**src/rtl/csa_pkg.sv**
```systemverilog
// csa_pkg: shared FSM encoding and derived sizing helpers for csa_resolver.
package csa_pkg;
    typedef enum logic [1:0] {IDLE = 2'd0, RUN = 2'd1, DONE = 2'd2} state_t;
    function automatic int nchunk(input int width, input int chunk);
        return width / chunk;
    endfunction
    function automatic int idx_w(input int n);
        return $clog2(n + 1);
    endfunction
endpackage

```
**src/rtl/chunk_adder.sv**
```systemverilog
// chunk_adder: CHUNK-bit ripple-carry adder used for one resolver slice.
module chunk_adder #(
    parameter int CHUNK = 4
) (
    input  logic [CHUNK-1:0] iA,
    input  logic [CHUNK-1:0] iB,
    input  logic             iCin,
    output logic [CHUNK-1:0] oS,
    output logic             oCout
);
    logic [CHUNK:0] w_c;
    assign w_c[0] = iCin;
    for (genvar i = 0; i < CHUNK; i++) begin : g_bit
        assign oS[i]    = iA[i] ^ iB[i] ^ w_c[i];
        assign w_c[i+1] = (iA[i] & iB[i]) | (w_c[i] & (iA[i] ^ iB[i]));
    end
    assign oCout = w_c[CHUNK];
endmodule

```
**src/rtl/csa_resolver.sv**
```systemverilog
// csa_resolver: resolves a carry-save pair into binary, CHUNK bits per cycle,
// with valid/ready handshakes on both sides and no overlap between pairs.
module csa_resolver
    import csa_pkg::*;
#(
    parameter int WIDTH = 8,
    parameter int CHUNK = 4
) (
    input  logic             iClk,
    input  logic             iRst,
    input  logic             iValid,
    output logic             oReady,
    input  logic [WIDTH-1:0] iS,
    input  logic [WIDTH:0]   iC,
    output logic             oValid,
    input  logic             iReady,
    output logic [WIDTH+1:0] oSum
);
    localparam int NCHUNK = nchunk(WIDTH, CHUNK);
    localparam int IW     = idx_w(NCHUNK);

    if (WIDTH % CHUNK != 0) begin : g_bad_chunk
        $error("csa_resolver: WIDTH must be a multiple of CHUNK");
    end

    state_t           r_state, w_next;
    logic [WIDTH-1:0] r_s;
    logic [WIDTH:0]   r_c;
    logic             r_carry;
    logic [IW-1:0]    r_idx;
    logic [WIDTH+1:0] r_sum;
    logic [CHUNK-1:0] w_a, w_b, w_res;
    logic             w_cout, w_last;

    // One shared adder; the current slice is selected by shifting the captured operands.
    assign w_a    = CHUNK'(r_s >> (r_idx * CHUNK));
    assign w_b    = CHUNK'(r_c >> (r_idx * CHUNK));
    assign w_last = (r_idx == IW'(NCHUNK - 1));

    chunk_adder #(.CHUNK(CHUNK)) u_add (
        .iA    (w_a),
        .iB    (w_b),
        .iCin  (r_carry),
        .oS    (w_res),
        .oCout (w_cout)
    );

    always_comb begin
        w_next = (r_state == IDLE && iValid) ? RUN  :
                 (r_state == RUN  && w_last) ? DONE :
                 (r_state == DONE && iReady) ? IDLE :
                 (r_state == IDLE || r_state == RUN || r_state == DONE) ? r_state : IDLE;
    end

    always_ff @(posedge iClk or posedge iRst) begin
        if (iRst) begin
            r_state <= IDLE;
            r_s     <= '0;
            r_c     <= '0;
            r_carry <= 1'b0;
            r_idx   <= '0;
            r_sum   <= '0;
        end else begin
            r_state <= w_next;
            if (r_state == IDLE && iValid) begin
                r_s     <= iS;
                r_c     <= iC;
                r_carry <= 1'b0;
                r_idx   <= '0;
            end
            if (r_state == RUN) begin
                r_sum[r_idx*CHUNK +: CHUNK] <= w_res;
                r_carry                     <= w_cout;
                r_idx                       <= r_idx + 1'b1;
                // Top two bits: carry MSB plus the final ripple carry; cannot overflow.
                if (w_last)
                    r_sum[WIDTH+1:WIDTH] <= {1'b0, r_c[WIDTH]} + {1'b0, w_cout};
            end
        end
    end

    assign oReady = (r_state == IDLE);
    assign oValid = (r_state == DONE);
    assign oSum   = r_sum;
endmodule

```
**config.mk**
```make
export PLATFORM = sky130hd
export DESIGN_NAME = csa_resolver
export DESIGN_NICKNAME = d
export VERILOG_FILES = /design/src/rtl/csa_pkg.sv /design/src/rtl/chunk_adder.sv /design/src/rtl/csa_resolver.sv
export SDC_FILE = /design/constraint.sdc
export NUM_CORES = 1
export LEC_CHECK = 0
export ABC_AREA = 0
export ABC_CLOCK_PERIOD_IN_PS = 5650
export CAP_MARGIN = 25
export CORE_AREA = 8 8 79 81
export DETAILED_ROUTE_END_ITERATION = 6
export DIE_AREA = 0 0 87 89
export MAX_ROUTING_LAYER = met4
export PLACE_DENSITY = 0.66
export SYNTH_ARGS = -nofsm -noshare
export SYNTH_HDL_FRONTEND = slang
export SYNTH_SLANG_ARGS = --single-unit
export TNS_END_PERCENT = 1
```
**constraint.sdc**
```tcl
create_clock -name iClk -period 5.65 [get_ports iClk]
set_input_delay 0.8475 -clock iClk [delete_from_list [all_inputs] [get_ports iClk]]
set_output_delay 0.8475 -clock iClk [all_outputs]
set_load 0.02 [all_outputs]
```
==> results.cfg <==
[outcome]
status = completed

[route]
vias = 1070
detail_route.first_pass.iterations = 5
via_per_inst = 4.515
routed_wirelength_mm = 3.292
drc = 0
postRouteAntennaNets = 0
routedWlPerCell_um = 13.89
drt_iter0_drc = 42

[power_and_ir_drop]
ir_drop_v = 0.0002157
p_per_area_nw_per_um2 = 562.5
p_leak_nw = 0.9397

[min_path]
hp-class = reg2reg
worstHoldStart = oSum[3]
hold_depth = 2
hold_end = oSum[3]

[timing]
skew_ns = 0.003635
setup_viol = 0
fin_tns_setup_ns = 0
rsz0062_at_grt = false
slew_headroom_pct = 60.98
slew_violations = 0
max_freq_mhz = 345.4
fin_crit_ns = 2.895
hold_viol = 0
worstMarginPinSlew_ns = 0.5853
finalCritPeriodShare_pct = 51.24

[synth]
ys_types = 33
yosysSeqAreaShare_pct = 47.87
yosysWarningCount = 0
synth_fp_nets = 162
synth_seq_cells = 32
syn-instance-count = 131
synthesis.area_um2 = 1673
synth.avg_cell_area_um2 = 12.77

[run]
cap_violations = 0

[floorplan]
core_um2 = 4977
die_x_um = 87
die_h_um = 89
start_util_pct = 33.61
die-area_um2 = 7743
rows = 26
io_pins = 33

[clocking]
clkTransAtPathRegs_ns = 0.06
post_cts_buffers = 0
htree_num_levels = 2
cts_buffers = 5
cts_root_buf = clkbuf_8
clockBufferDepth = 2
ctsResizeCount = 0
worst_skew_pair.late_latency_ns = 0.28
numClockSinks = 32
cts_tree = built
cts-hold-fix-buffers = 0

[worst_setup_path]
r2r_end = oSum[8]
r2r-start = r_idx[0]
critical_path_arrival_ns = 3.10
start_kind = flip-flop
crit_type = reg2reg
reg2regPathDepth = 11
critPathCaptureType = flip-flop
crit_required_ns = 5.85
crit_fanout = 17
r2r_slack_ns = 2.75

[layout]
nNetsFinal = 197
drive_above_1_share_pct = 20.36
num_antenna_cells = 0
post-route-cell-area_um2 = 2131
area_delta_synth_final_pct = 27.37
fin_cells = 237

[global_route]
grt_overflow = 0
grt_max_degree = 33
antenna_found_initial = 0
grt_pass1_vias = 1206
grt_pass1_wl_mm = 5.706
grt.total_usage_pct = 9.736

[placement]
place_inst = 229
gp_congestion = 0.8590
place_area_um2 = 2041
hpwl_mm = 2.516
port_buffers = 32
[flip-flops by register name, indices dropped and copies added (netlist names)]
signal,cells
r_carry,1
r_c,9
r_s,8
r_idx,2
r_state,2
oSum,10
[per-layer routing]
layer | up-vias | GRT usage (%) | share of wire, %
met3 | 4 | 3.401 | 5.6
met1 | 515 | 10.58 | 44
li1 | 520 | - | -
met5 | - | - | 0
met4 | 0 | 4.069 | 0.97
met2 | 31 | 15.96 | 50
[metrics by stage]
step	hold slack, ns	utilization, %	setup WS, ns	total power (W)
global placement	0.4785	41.00	2.844	0.001008
CTS	0.4881	42.81	2.735	0.001212
finish	0.4875	42.81	2.755	0.001198
detailed placement	0.4741	41.00	2.754	0.001027
global route	0.5177	42.81	2.546	0.001298
floorplan	0.4749	-	3.007	0.0008704
[area by class of cell]
| class | count | area, µm² |
|---|---|---|
| Fill cell | 482 | 2846 |
| Clock buffer | 8 | 90.09 |
| Inverter | 7 | 26.28 |
| Tap cell | 70 | 87.58 |
| Timing Repair Buffer | 33 | 327.8 |
| Multi-Input combinational cell | 87 | 798.3 |
| Sequential cell | 32 | 800.8 |
[worst max path at each step]
stage,cells past startpoint,start,endpoint,slack [ns]
2_1_floorplan,12,r_idx[0],oSum[8],3.01
3_3_place_gp,11,r_idx[0],oSum[8],2.84
3_5_place_dp,11,r_idx[0],oSum[8],2.75
4_1_cts,11,r_idx[0],oSum[8],2.73
5_1_grt,11,r_idx[0],oSum[8],2.55
6_report,11,r_idx[0],oSum[8],2.75
[logic make-up after synthesis]
| logic type | count (synthesis) | synth area share [%] |
|---|---|---|
| simple gates | 35 | 12.19 |
| mux | 26 | 19.37 |
| flops | 32 | 47.87 |
| fa+ha+maj | 10 | 9.275 |
| compound gates | 16 | 6.882 |
| buf+inv | 12 | 4.413 |
[cell usage in the layout, fill, tap and decap left out, drive strengths merged]
cell type,instances
and3b,1
buf,1
nand3b,2
nand4,3
clkdlybuf4s50,32
o22ai,1
a22o,5
o21bai,1
inv,7
o21ai,6
mux2,21
nor2,7
and2,1
nand2,13
mux2i,5
a21o,1
or4b,1
nor2b,3
clkbuf,8
nor4b,1
nand2b,1
ha,6
fa,4
dfrtp,32
and2b,1
nor3b,1
a31oi,2
[where the power goes]
part	internal (W)	total, W	switching (W)
Combinational	0.000315	0.000600	0.000284
Clock	0.0000992	0.000179	0.0000793
Sequential	0.000328	0.000420	0.0000926
[worst max-delay path: stages (launching register included)]
cell     delay, ns
dfrtp_1       0.71
mux2i_1       0.27
nor2_1        0.08
fa_1          0.41
fa_1          0.37
inv_1         0.08
fa_1          0.18
fa_1          0.19
inv_1         0.05
ha_1          0.27
nand2_1       0.04
a31oi_1       0.15
[Yosys cell counts]
master	n	area share [%]
a22o_1	5	2.6
or4b_4	1	0.82
buf_6	1	0.67
o21ai_0	4	1.2
a21o_1	1	0.45
o21ai_2	2	1.0
and2b_1	1	0.45
o22ai_1	1	0.37
nand2_1	13	2.9
fa_1	4	4.8
ha_1	6	4.5
nor2b_1	3	1.1
dfrtp_1	32	48
inv_1	7	1.6
mux2i_1	5	3.0
nand4_1	3	1.1
buf_4	1	0.45
mux2_2	11	7.4
clkbuf_1	1	0.22
nor2_1	6	1.3
o21bai_1	1	0.45
nand2b_1	1	0.37
nand3b_4	1	1.2
buf_12	1	1.2
nor2_2	1	0.37
buf_2	1	0.30
nor4b_1	1	0.52
a31oi_1	2	0.75
mux2_4	10	9.0
nor3b_1	1	0.45
and2_4	1	0.52
and3b_1	1	0.52
nand3b_1	1	0.45
Note: power is estimated with default switching activity, not from simulation.
